==> src/rtl/reg_univ_pkg.sv <==
// Shared encodings for the universal shift register: command modes and FSM states.
package reg_univ_pkg;

  typedef enum logic [2:0] {
    MODE_HOLD = 3'd0,
    MODE_LOAD = 3'd1,
    MODE_SHL  = 3'd2,
    MODE_SHR  = 3'd3,
    MODE_ROL  = 3'd4,
    MODE_ROR  = 3'd5,
    MODE_ASR  = 3'd6,
    MODE_CLR  = 3'd7
  } mode_e;

  typedef enum logic [1:0] {
    ST_IDLE = 2'd0,
    ST_RUN  = 2'd1,
    ST_DONE = 2'd2
  } state_e;

  // True for the modes that take a step count (SHL..ASR).
  function automatic logic is_shift(input logic [2:0] mode);
    return (mode >= MODE_SHL) && (mode <= MODE_ASR);
  endfunction

endpackage

==> src/rtl/reg_univ_shift.sv <==
// Single-step next-value datapath for the universal shift register.
module reg_univ_shift
  import reg_univ_pkg::*;
#(
  parameter int unsigned WIDTH = 8
) (
  input  logic [WIDTH-1:0] q,
  input  logic [2:0]       mode,
  input  logic [WIDTH-1:0] par_in,
  input  logic             ser_in_l,
  input  logic             ser_in_r,
  output logic [WIDTH-1:0] q_next
);

  // Next register value for one clock step of the selected mode.
  always_comb begin
    q_next = q;
    unique case (mode_e'(mode))
      MODE_HOLD: q_next = q;
      MODE_LOAD: q_next = par_in;
      MODE_SHL:  q_next = {q[WIDTH-2:0], ser_in_r};
      MODE_SHR:  q_next = {ser_in_l, q[WIDTH-1:1]};
      MODE_ROL:  q_next = {q[WIDTH-2:0], q[WIDTH-1]};
      MODE_ROR:  q_next = {q[0], q[WIDTH-1:1]};
      MODE_ASR:  q_next = {q[WIDTH-1], q[WIDTH-1:1]};
      MODE_CLR:  q_next = '0;
      default:   q_next = q;
    endcase
  end

endmodule

==> src/rtl/reg_univ_param.sv <==
// Parametrised universal shift register with multi-step start/busy/done commands.
// One bit position per clock; serial outputs expose both ends for chaining.
module reg_univ_param
  import reg_univ_pkg::*;
#(
  parameter int unsigned WIDTH = 8,
  parameter int unsigned CNT_W = 4
) (
  input  logic             clk,
  input  logic             rst_n,
  input  logic             start,
  input  logic [2:0]       mode,
  input  logic [CNT_W-1:0] steps,
  input  logic [WIDTH-1:0] par_in,
  input  logic             ser_in_l,
  input  logic             ser_in_r,
  output logic [WIDTH-1:0] q,
  output logic             ser_out_l,
  output logic             ser_out_r,
  output logic             busy,
  output logic             done
);

  state_e           state_q, state_d;
  logic [CNT_W-1:0] cnt_q, cnt_d;
  logic [2:0]       mode_q, mode_d;
  logic [WIDTH-1:0] q_q, q_d;
  logic [2:0]       step_mode;
  logic [WIDTH-1:0] q_step;

  // The acceptance edge acts on the live mode; later edges use the latched one.
  assign step_mode = (state_q == ST_IDLE) ? mode : mode_q;

  reg_univ_shift #(
    .WIDTH (WIDTH)
  ) u_shift (
    .q        (q_q),
    .mode     (step_mode),
    .par_in   (par_in),
    .ser_in_l (ser_in_l),
    .ser_in_r (ser_in_r),
    .q_next   (q_step)
  );

  // Next-state, step counter and register update.
  always_comb begin
    state_d = state_q;
    cnt_d   = cnt_q;
    mode_d  = mode_q;
    q_d     = q_q;
    unique case (state_q)
      ST_IDLE: begin
        if (start) begin
          mode_d = mode;
          if (is_shift(mode)) begin
            if (steps == '0) begin
              // Zero-step shift behaves like HOLD.
              cnt_d   = '0;
              state_d = ST_DONE;
            end else begin
              q_d     = q_step;
              cnt_d   = steps - CNT_W'(1);
              state_d = (steps == CNT_W'(1)) ? ST_DONE : ST_RUN;
            end
          end else begin
            q_d     = q_step;
            cnt_d   = '0;
            state_d = ST_DONE;
          end
        end
      end
      ST_RUN: begin
        q_d   = q_step;
        cnt_d = cnt_q - CNT_W'(1);
        if (cnt_q == CNT_W'(1)) begin
          state_d = ST_DONE;
        end
      end
      ST_DONE: begin
        state_d = ST_IDLE;
      end
      default: begin
        state_d = ST_IDLE;
      end
    endcase
  end

  // State registers with asynchronous clear.
  always_ff @(posedge clk or negedge rst_n) begin
    if (!rst_n) begin
      state_q <= ST_IDLE;
      cnt_q   <= '0;
      mode_q  <= MODE_HOLD;
      q_q     <= '0;
    end else begin
      state_q <= state_d;
      cnt_q   <= cnt_d;
      mode_q  <= mode_d;
      q_q     <= q_d;
    end
  end

  assign q         = q_q;
  assign ser_out_l = q_q[WIDTH-1];
  assign ser_out_r = q_q[0];
  assign busy      = (state_q == ST_RUN);
  assign done      = (state_q == ST_DONE);

endmodule

==> config.mk <==
export PLATFORM = sky130hd
export DESIGN_NAME = reg_univ_param
export DESIGN_NICKNAME = d
export VERILOG_FILES = /design/src/rtl/reg_univ_pkg.sv /design/src/rtl/reg_univ_shift.sv /design/src/rtl/reg_univ_param.sv
export SDC_FILE = /design/constraint.sdc
export NUM_CORES = 1
export LEC_CHECK = 0
export CORE_MARGIN = 5
export CORE_UTILIZATION = 40
export CTS_CLUSTER_SIZE = 28
export DETAILED_ROUTE_END_ITERATION = 10
export GPL_ROUTABILITY_DRIVEN = 0
export PLACE_DENSITY_LB_ADDON = 0.05
export SLEW_MARGIN = 40
export SYNTH_ARGS = -nofsm -noshare
export SYNTH_HDL_FRONTEND = slang
export SYNTH_SLANG_ARGS = --single-unit
==> constraint.sdc <==
create_clock -name clk -period 1.9 [get_ports clk]
set_input_delay 0.285 -clock clk [delete_from_list [all_inputs] [get_ports clk]]
set_output_delay 0.285 -clock clk [all_outputs]
set_load 0.02 [all_outputs]
==> flow_summary.json, run 1 <==
{
  "status": "finished clean",
  "start_kind": "register",
  "die_area_um2": 4270,
  "synth_fp_nets": 163,
  "clk_latency_ps": 300,
  "post-route-util_pct": 62.5,
  "crit_arrival_ps": 2050,
  "syn_inst": 141,
  "drive_above_1_share_pct": 25.5,
  "antenna_found_initial": 0,
  "ys_seq_elements": 17,
  "place_area_um2": 1710,
  "ir_worst_vdd_mv": 0.746,
  "period_minus_slack_ps": 1840,
  "critPathMaxFanout": 14,
  "critPathKind": "register to register",
  "die_h_um": 65.3,
  "place_inst": 221,
  "core_um2": 3000,
  "die_x_um": 65.3,
  "grt_overflow_total": 0,
  "synthArstFlopShare_pct": 100,
  "drtAntennaViolNets": 0,
  "grt_util_all_layers_pct": 17.9,
  "cts_tree": "built",
  "drc": 0,
  "r2r_slack_ps": 60,
  "path_cells": "buf_6 -> or4_4 -> o31ai_4 -> a221o_1 -> buf_12 -> nand2_1 -> o31ai_1",
  "grt_pass1_vias": 1233,
  "clockBufferDepth": 2,
  "hp-class": "input port to async pin",
  "syn_to_final_growth_pct": 53.5,
  "grt_start_max_net_pins": 18,
  "fin_hold_ws_ps": 303,
  "dpl.hpwl_um": 2580,
  "cp_slowest_stage_delay_ps": 530,
  "ioPinCount": 32,
  "h-tree-depth": 1,
  "cts_sinks": 17,
  "clock-root-buffer": "clkbuf_4",
  "yosys_warnings": 0,
  "cts_buffers": 3,
  "yosys.cell_types.count": 43,
  "final_area_um2": 1880,
  "fmax_mhz": 544,
  "maxCapViolations": 0,
  "holdBufCountCts": 0,
  "initial_utilization_pct": 40.8,
  "wirelength_um": 3560,
  "syn_area_per_cell_um2": 8.68,
  "finalMaxSlewViolations": 0,
  "worst_pin_slew_ps": 363,
  "clock_skew_ps": 1.13,
  "synth_edf_count": 0,
  "drt_iter0_markers": 83,
  "wl_per_cell_um": 15.5,
  "worst_slack_ps": 61.9,
  "r2r-start": "state_q[0]$_DFFE_PN0P_",
  "antenna_cells": 0,
  "hold_viol_final": 0,
  "crit_path_end_kind": "register",
  "finalNonFillerCells": 229,
  "rsz0062_at_grt": "yes",
  "cp.required_ps": 2110,
  "total_power_mw": 3.33,
  "rows": 20,
  "vias": 1248,
  "place_ws_ps": -293,
  "grt_pass1_wl_um": 5950,
  "synth_ff_type": "dfrtp_1",
  "r2r_end": "q[3]$_DFFE_PN0P_",
  "reg2reg_depth": 7,
  "io_buffers": 31,
  "syn_area_um2": 1220,
  "drtPass1Iterations": 4,
  "vias_per_cell": 5.45,
  "final-setup-viol-count": 0,
  "max-slew-margin-rel_pct": 75.8,
  "nets": 219,
  "slowest_stage": "or4_4",
  "clk_pin_slew_ps": 110,
  "total_leakage_power_nw": 0.806,
  "finalCritPeriodShare_pct": 96.7,
  "tns_ps": 0,
  "yosysSeqAreaShare_pct": 34.8,
  "powerDensity_nw_per_um2": 1770
}
critical path: cells and delay by family (launching register included):
kind                   cells  cell delay [ps]
AOI/OAI and AO/OA          3              440
and+or+nand+nor            2              590
buffers and inverters      2              310
DFF                        1              410
cell usage in the layout (no fill, tap or decap), types with 2 or more instances in the layout:
cell type and instances:
clkdlybuf4s50_1 29, buf_4 23, nor2_1 19, dfrtp_1 17, nand2_1 15, o31ai_1 7
inv_1 6, o21ai_0 6, mux2_1 6, a221oi_2 6, a21oi_1 5, mux2_2 3
o32ai_1 3, o21a_1 3, clkbuf_4 3, buf_6 3, nor2_4 2, o22ai_1 2
a31oi_1 2, a22o_1 2, or3_1 2, ha_1 2, dlygate4sd2_1 2
power by group:
part,switching (mW),internal (mW)
clock,0.129,0.0819
sequential,0.239,0.544
combinational,1.15,1.18
worst max path at each step:
stage                           start               end  depth (start not counted)
2_1_floorplan  state_q[0]$_DFFE_PN0P_  q[1]$_DFFE_PN0P_                          7
3_3_place_gp                  mode[1]  q[5]$_DFFE_PN0P_                          7
3_5_place_dp                  mode[1]  q[2]$_DFFE_PN0P_                          7
4_1_cts        state_q[0]$_DFFE_PN0P_  q[3]$_DFFE_PN0P_                          7
5_1_grt        state_q[0]$_DFFE_PN0P_  q[3]$_DFFE_PN0P_                          7
6_report       state_q[0]$_DFFE_PN0P_  q[3]$_DFFE_PN0P_                          7
synthesized netlist by cell type, types with 3 or more instances:
master	count	area, um^2
nor2_1	21	78.8
dfrtp_1	17	425
nand2_1	15	56.3
o31ai_1	8	60.1
a21oi_1	6	30.0
a221oi_1	6	52.6
inv_1	6	22.5
mux2_1	6	67.6
o21ai_0	6	30.0
mux2_2	3	33.8
o21a_1	3	22.5
o32ai_1	3	26.3
metal layers:
layer	routed length, um	vias to the layer above	track usage [%]
met5	0	-	0
met4	53	0	6.22
met3	160	5	3.25
met2	1610	31	26.9
met1	1740	571	25.6
li1	-	641	-
state kept, by name, indices dropped and copies added, names as in the netlist:
| name | count |
|---|---|
| q | 8 |
| state_q | 2 |
| cnt_q | 4 |
| mode_q | 3 |
area by class of cell:
| cell class | instances | area (um^2) |
|---|---|---|
| timing repair buffer | 58 | 534 |
| inverter | 6 | 22.5 |
| sequential | 17 | 425 |
| fill | 266 | 1120 |
| multi-input combinational | 111 | 828 |
| tap | 33 | 41.3 |
| clock buffer | 4 | 26.3 |
repair_timing:
item | 4_1_cts | 5_1_grt
pin swaps | 0 | 6
buffers inserted | 0 | 4
gates resized for setup | 3 | 21
hold endpoints to repair | 0 | 0
setup endpoints to repair | 4 | 8
kinds of logic (layout without fill, tap and decap cells):
kind of cell	after synthesis	count (layout)	synth area share (%)
mux	12	12	11.0
simple gates	50	50	18.6
buf+inv	13	68	5.93
fa+ha+maj	2	2	2.04
flops	17	17	34.8
compound gates	47	47	27.6
Note: power is estimated with default switching activity, not from simulation.
==> run 2: changes to the inputs <==
ABC_AREA = 1   (was unset)
CORE_ASPECT_RATIO = 0.6   (was unset)
==> flow_summary.json, run 2 <==
{
  "wirelength_um": 3450,
  "initial_utilization_pct": 43.0,
  "die_x_um": 82.9,
  "regArea_um2": 427,
  "synth_commonest_cells": "nand2_1 (60), nor2_1 (24), dfrtp_1 (17), inv_1 (14)",
  "fill_cells": 289,
  "antenna_found_initial": 0,
  "final_common_cell": "nand2_1",
  "holdBufCountCts": 0,
  "critPathMaxFanout": 4,
  "synth_top_family_by_area": "simple AND/OR/NAND/NOR gates",
  "ir_worst_vdd_mv": 0.731,
  "multi_input_area_um2": 751,
  "io_buffers": 31,
  "path_cells": "inv_2 -> nor2_1 -> clkdlybuf4s50_1",
  "syn_inst": 185,
  "nets": 242,
  "grt_start_max_net_pins": 18,
  "fin_hold_ws_ps": 349,
  "start_kind": "register",
  "cts_tree": "built",
  "grt_pass1_vias": 1274,
  "synth_ff_type": "dfrtp_1",
  "ys_seq_elements": 17,
  "crit_arrival_ps": 1520,
  "fmax_mhz": 554,
  "h-tree-depth": 1,
  "crit_path_end_kind": "output pin",
  "post-route-util_pct": 56.4,
  "drt_iter0_markers": 124,
  "yosysTopAreaCell": "dfrtp_1",
  "clk_pin_slew_ps": 80,
  "max-slew-margin-rel_pct": 79.6,
  "grt_util_all_layers_pct": 17.0,
  "yosysMostFrequentCell": "nand2_1",
  "cts_resized": 2,
  "period_minus_slack_ps": 1810,
  "cts_buffers": 3,
  "grt_overflow_total": 0,
  "status": "finished clean",
  "clockBufferDepth": 2,
  "synthArstFlopShare_pct": 100,
  "yosys.area_share.simple_pct": 43.8,
  "layout_common_cells": "nand2_1 (60), clkdlybuf4s50_1 (30), nor2_1 (24)",
  "synth_edf_count": 0,
  "synth_fp_nets": 207,
  "drtPass1Iterations": 4,
  "die_area_um2": 4450,
  "yosys_warnings": 0,
  "finalMaxSlewViolations": 0,
  "maxCapViolations": 0,
  "netlist.area_leader.share_pct": 33.4,
  "tns_ps": 0,
  "yosys.cell_types.count": 29,
  "largest_register_ffs": 8,
  "antenna_cells": 0,
  "grt_pass1_wl_um": 5950,
  "yosysSeqAreaShare_pct": 33.4,
  "critPathKind": "register to output pin",
  "synth_fa_ha_area_share_pct": 1.96,
  "final-setup-viol-count": 0,
  "vias_per_cell": 5.00,
  "setup.worst_path.start": "state_q[1]$_DFFE_PN0P_",
  "dpl.hpwl_um": 2710,
  "synth_compound_gate_area_share_pct": 13.2,
  "core_um2": 2970,
  "clock-root-buffer": "clkbuf_8",
  "hp-class": "input port to async pin",
  "rsz0062_at_grt": "no",
  "syn_to_final_growth_pct": 31.2,
  "synth_area_leaders": "dfrtp_1 (33%), nand2_1 (18%), nor2_1 (7.1%)",
  "wl_per_cell_um": 13.2,
  "clk_latency_ps": 260,
  "die_h_um": 53.7,
  "drc": 0,
  "vias": 1305,
  "drive_above_1_share_pct": 14.6,
  "total_leakage_power_nw": 0.814,
  "rows": 15,
  "syn_area_per_cell_um2": 6.89,
  "worst_pin_slew_ps": 304,
  "cp.required_ps": 1620,
  "synth_xor_area_share_pct": 0,
  "cp_slowest_stage_delay_ps": 640,
  "slowest_stage": "clkdlybuf4s50_1",
  "r2r-start": "state_q[0]$_DFFE_PN0P_",
  "drtAntennaViolNets": 0,
  "cts_sinks": 17,
  "powerDensity_nw_per_um2": 1780,
  "muxShareOfSynthArea_pct": 0,
  "hold_viol_final": 0,
  "syn_area_um2": 1270,
  "post_cts.repair.setup_buffers": 0,
  "finalCritPeriodShare_pct": 95.0,
  "clock_skew_ps": 6.01,
  "ioPinCount": 32
}
-- run 2: cell types whose count changed after synthesis, sizes merged, moves of 4 or more --
cell / previous run / this run
mux2: 9 / 0
o31ai: 8 / 0
a221oi: 6 / 0
nor2: 21 / 32
o21ai: 7 / 11
nand2: 15 / 68
inv: 6 / 17
nand3: 1 / 12
-- run 2: cell type report --
class | count | share of cell area (%)
multi-input combinational | 147 | 44.9
sequential | 17 | 25.5
timing repair buffer | 33 | 19.4
inverter | 18 | 4.34
tap | 42 | 3.14
clock buffer | 3 | 2.47
clock inverter | 1 | 0.299
-- run 2: worst paths after layout --
check                                    endpoint  slack [ps]  depth (start not counted)
max                                          done          90                          3
min                          cnt_q[2]$_DFFE_PN0P_         350                          2
max reg2reg                      q[6]$_DFFE_PN0P_         270                          9
min reg2reg                 mode_q[2]$_DFFE_PN0P_         540                          2
max in group asynchronous  state_q[0]$_DFFE_PN0P_        1330                          2
min in group clk            mode_q[2]$_DFFE_PN0P_         540                          2
-- run 2: power by group --
group	internal (mW)	switching, mW	total [mW]
clock network	0.146	0.139	0.285
registers	0.538	0.169	0.707
logic	0.725	1.26	1.98
total	1.41	1.57	2.97
-- run 2: stage by stage --
step           worst slack [ps]  instances  total power, mW  instance area, um^2
3_3_place_gp                171        257             2.62                 1630
6_report                   94.7        261             2.97                 1670
4_1_cts                     101        261             2.98                 1670
5_1_grt                    67.0        261             3.26                 1670
3_5_place_dp               89.9        257             2.68                 1630
2_1_floorplan               448        185             2.13                 1270
-- run 2: layer usage --
metal	global-route usage [%]	part of all wire [%]	vias up
met1	22.3	49	588
met4	5.16	1.1	0
li1	-	-	664
met2	27.7	43	47
met5	0	0	-
met3	4.74	6.7	6
-- run 2: worst max-delay path: cells and delay by family (launching register included) --
family	cells	cell delay, ps
and+or+nand+nor	1	120
buffers and inverters	2	720
DFF	1	430
-- run 2: cell families after synthesis --
| logic type | Yosys count |
|---|---|
| buf+inv | 21 |
| flops | 17 |
| compound gates | 29 |
| simple gates | 116 |
| fa+ha+maj | 2 |
==> run 3: changes to the inputs <==
RECOVER_POWER = 50   (was unset)
==> flow_summary.json, run 3 (same netlist as run 2, synthesis figures left out) <==
{
  "status": "finished clean",
  "die_x_um": 82.9,
  "post_cts.repair.setup_buffers": 0,
  "cts_sinks": 17,
  "finalMaxSlewViolations": 0,
  "tns_ps": 0,
  "cp.required_ps": 1620,
  "initial_utilization_pct": 43.0,
  "clk_pin_slew_ps": 80,
  "grt_overflow_total": 0,
  "maxCapViolations": 0,
  "drtPass1Iterations": 4,
  "grt_util_all_layers_pct": 17.0,
  "clock_skew_ps": 6.28,
  "drc": 0,
  "vias_per_cell": 5.03,
  "h-tree-depth": 1,
  "grt_pass1_vias": 1274,
  "io_buffers": 31,
  "rsz0062_at_grt": "no",
  "final_common_cell": "nand2_1",
  "total_leakage_power_nw": 0.807,
  "setup.worst_path.start": "state_q[1]$_DFFE_PN0P_",
  "cts_resized": 2,
  "crit_arrival_ps": 1550,
  "r2r_slack_ps": 280,
  "dpl.hpwl_um": 2710,
  "critPathMaxFanout": 4,
  "hold_viol_final": 0,
  "antenna_found_initial": 0,
  "drive_above_1_share_pct": 12.8,
  "die_h_um": 53.7,
  "wl_per_cell_um": 13.4,
  "rows": 15,
  "cts_tree": "built",
  "wirelength_um": 3490,
  "fmax_mhz": 544,
  "hp-class": "register to register",
  "min_from": "mode_q[2]$_DFFE_PN0P_",
  "max-slew-margin-rel_pct": 29.3,
  "worst_pin_slew_ps": 1060,
  "ir_worst_vdd_mv": 0.735,
  "holdBufCountCts": 0,
  "cts_buffers": 3,
  "critPathKind": "register to output pin",
  "r2r_end": "q[6]$_DFFE_PN0P_",
  "largest_register_ffs": 8,
  "core_um2": 2970,
  "clock-root-buffer": "clkbuf_8",
  "syn_to_final_growth_pct": 30.4,
  "r2r-start": "state_q[1]$_DFFE_PN0P_",
  "min_delay_path_depth": 2,
  "finalCritPeriodShare_pct": 96.8,
  "start_kind": "register",
  "vias": 1314,
  "clk_latency_ps": 260,
  "clockBufferDepth": 2,
  "period_minus_slack_ps": 1840,
  "final-setup-viol-count": 0,
  "drt_iter0_markers": 114,
  "post-route-util_pct": 56.1,
  "antenna_cells": 0,
  "powerDensity_nw_per_um2": 1780,
  "nets": 242,
  "ioPinCount": 32,
  "grt_pass1_wl_um": 5950,
  "die_area_um2": 4450,
  "drtAntennaViolNets": 0,
  "grt_start_max_net_pins": 18,
  "crit_path_end_kind": "output pin",
  "reg2reg_depth": 9,
  "layout_common_cells": "nand2_1 (60), clkdlybuf4s50_1 (28), nor2_1 (25)",
  "hold_end": "mode_q[2]$_DFFE_PN0P_"
}
run 3: worst max-delay path by stage:
| stage | endpoint | slack [ps] | cells past startpoint |
|---|---|---|---|
| final | done | 60 | 3 |
| after CTS | done | 100 | 3 |
| after detailed placement | q[6]$_DFFE_PN0P_ | 90 | 10 |
| after global placement | q[4]$_DFFE_PN0P_ | 170 | 10 |
| after floorplan | q[3]$_DFFE_PN0P_ | 450 | 9 |
| after global routing | done | 40 | 3 |
run 3: report_power, final:
group | internal [mW] | switching [mW]
Combinational | 0.715 | 1.26
Clock | 0.146 | 0.140
Sequential | 0.538 | 0.165
Total | 1.40 | 1.57
run 3: metrics by stage:
stage	hold WS (ps)	power, mW	cells	area, um^2	setup slack, ps
finish	541	2.97	261	1660	61.6
global route	585	3.25	261	1660	36.0
CTS	356	2.98	261	1670	101
detailed placement	528	2.68	257	1630	89.9
global placement	521	2.62	257	1630	171
floorplan	-10.6	2.13	185	1270	448
run 3: final cells by class:
class                      count  area (um^2)
fill                         290         1300
tap                           42         52.6
clock buffer                   3         41.3
inverter                      18         72.6
timing repair buffer          33          317
clock inverter                 1         5.00
sequential                    17          427
multi-input combinational    147          748
run 3: layer usage:
layer | vias to the layer above | track usage (%) | part of all wire [%]
li1 | 663 | - | -
met3 | 8 | 4.74 | 7.5
met5 | - | 0 | 0
met2 | 58 | 27.7 | 43
met1 | 585 | 22.3 | 48
met4 | 0 | 5.16 | 1.2
run 3: critical path, cell delays in order, from the launching register on:
cell and delay [ps]:
dfrtp_1 420, inv_1 110, nor2_1 130, clkdlybuf4s50_1 640
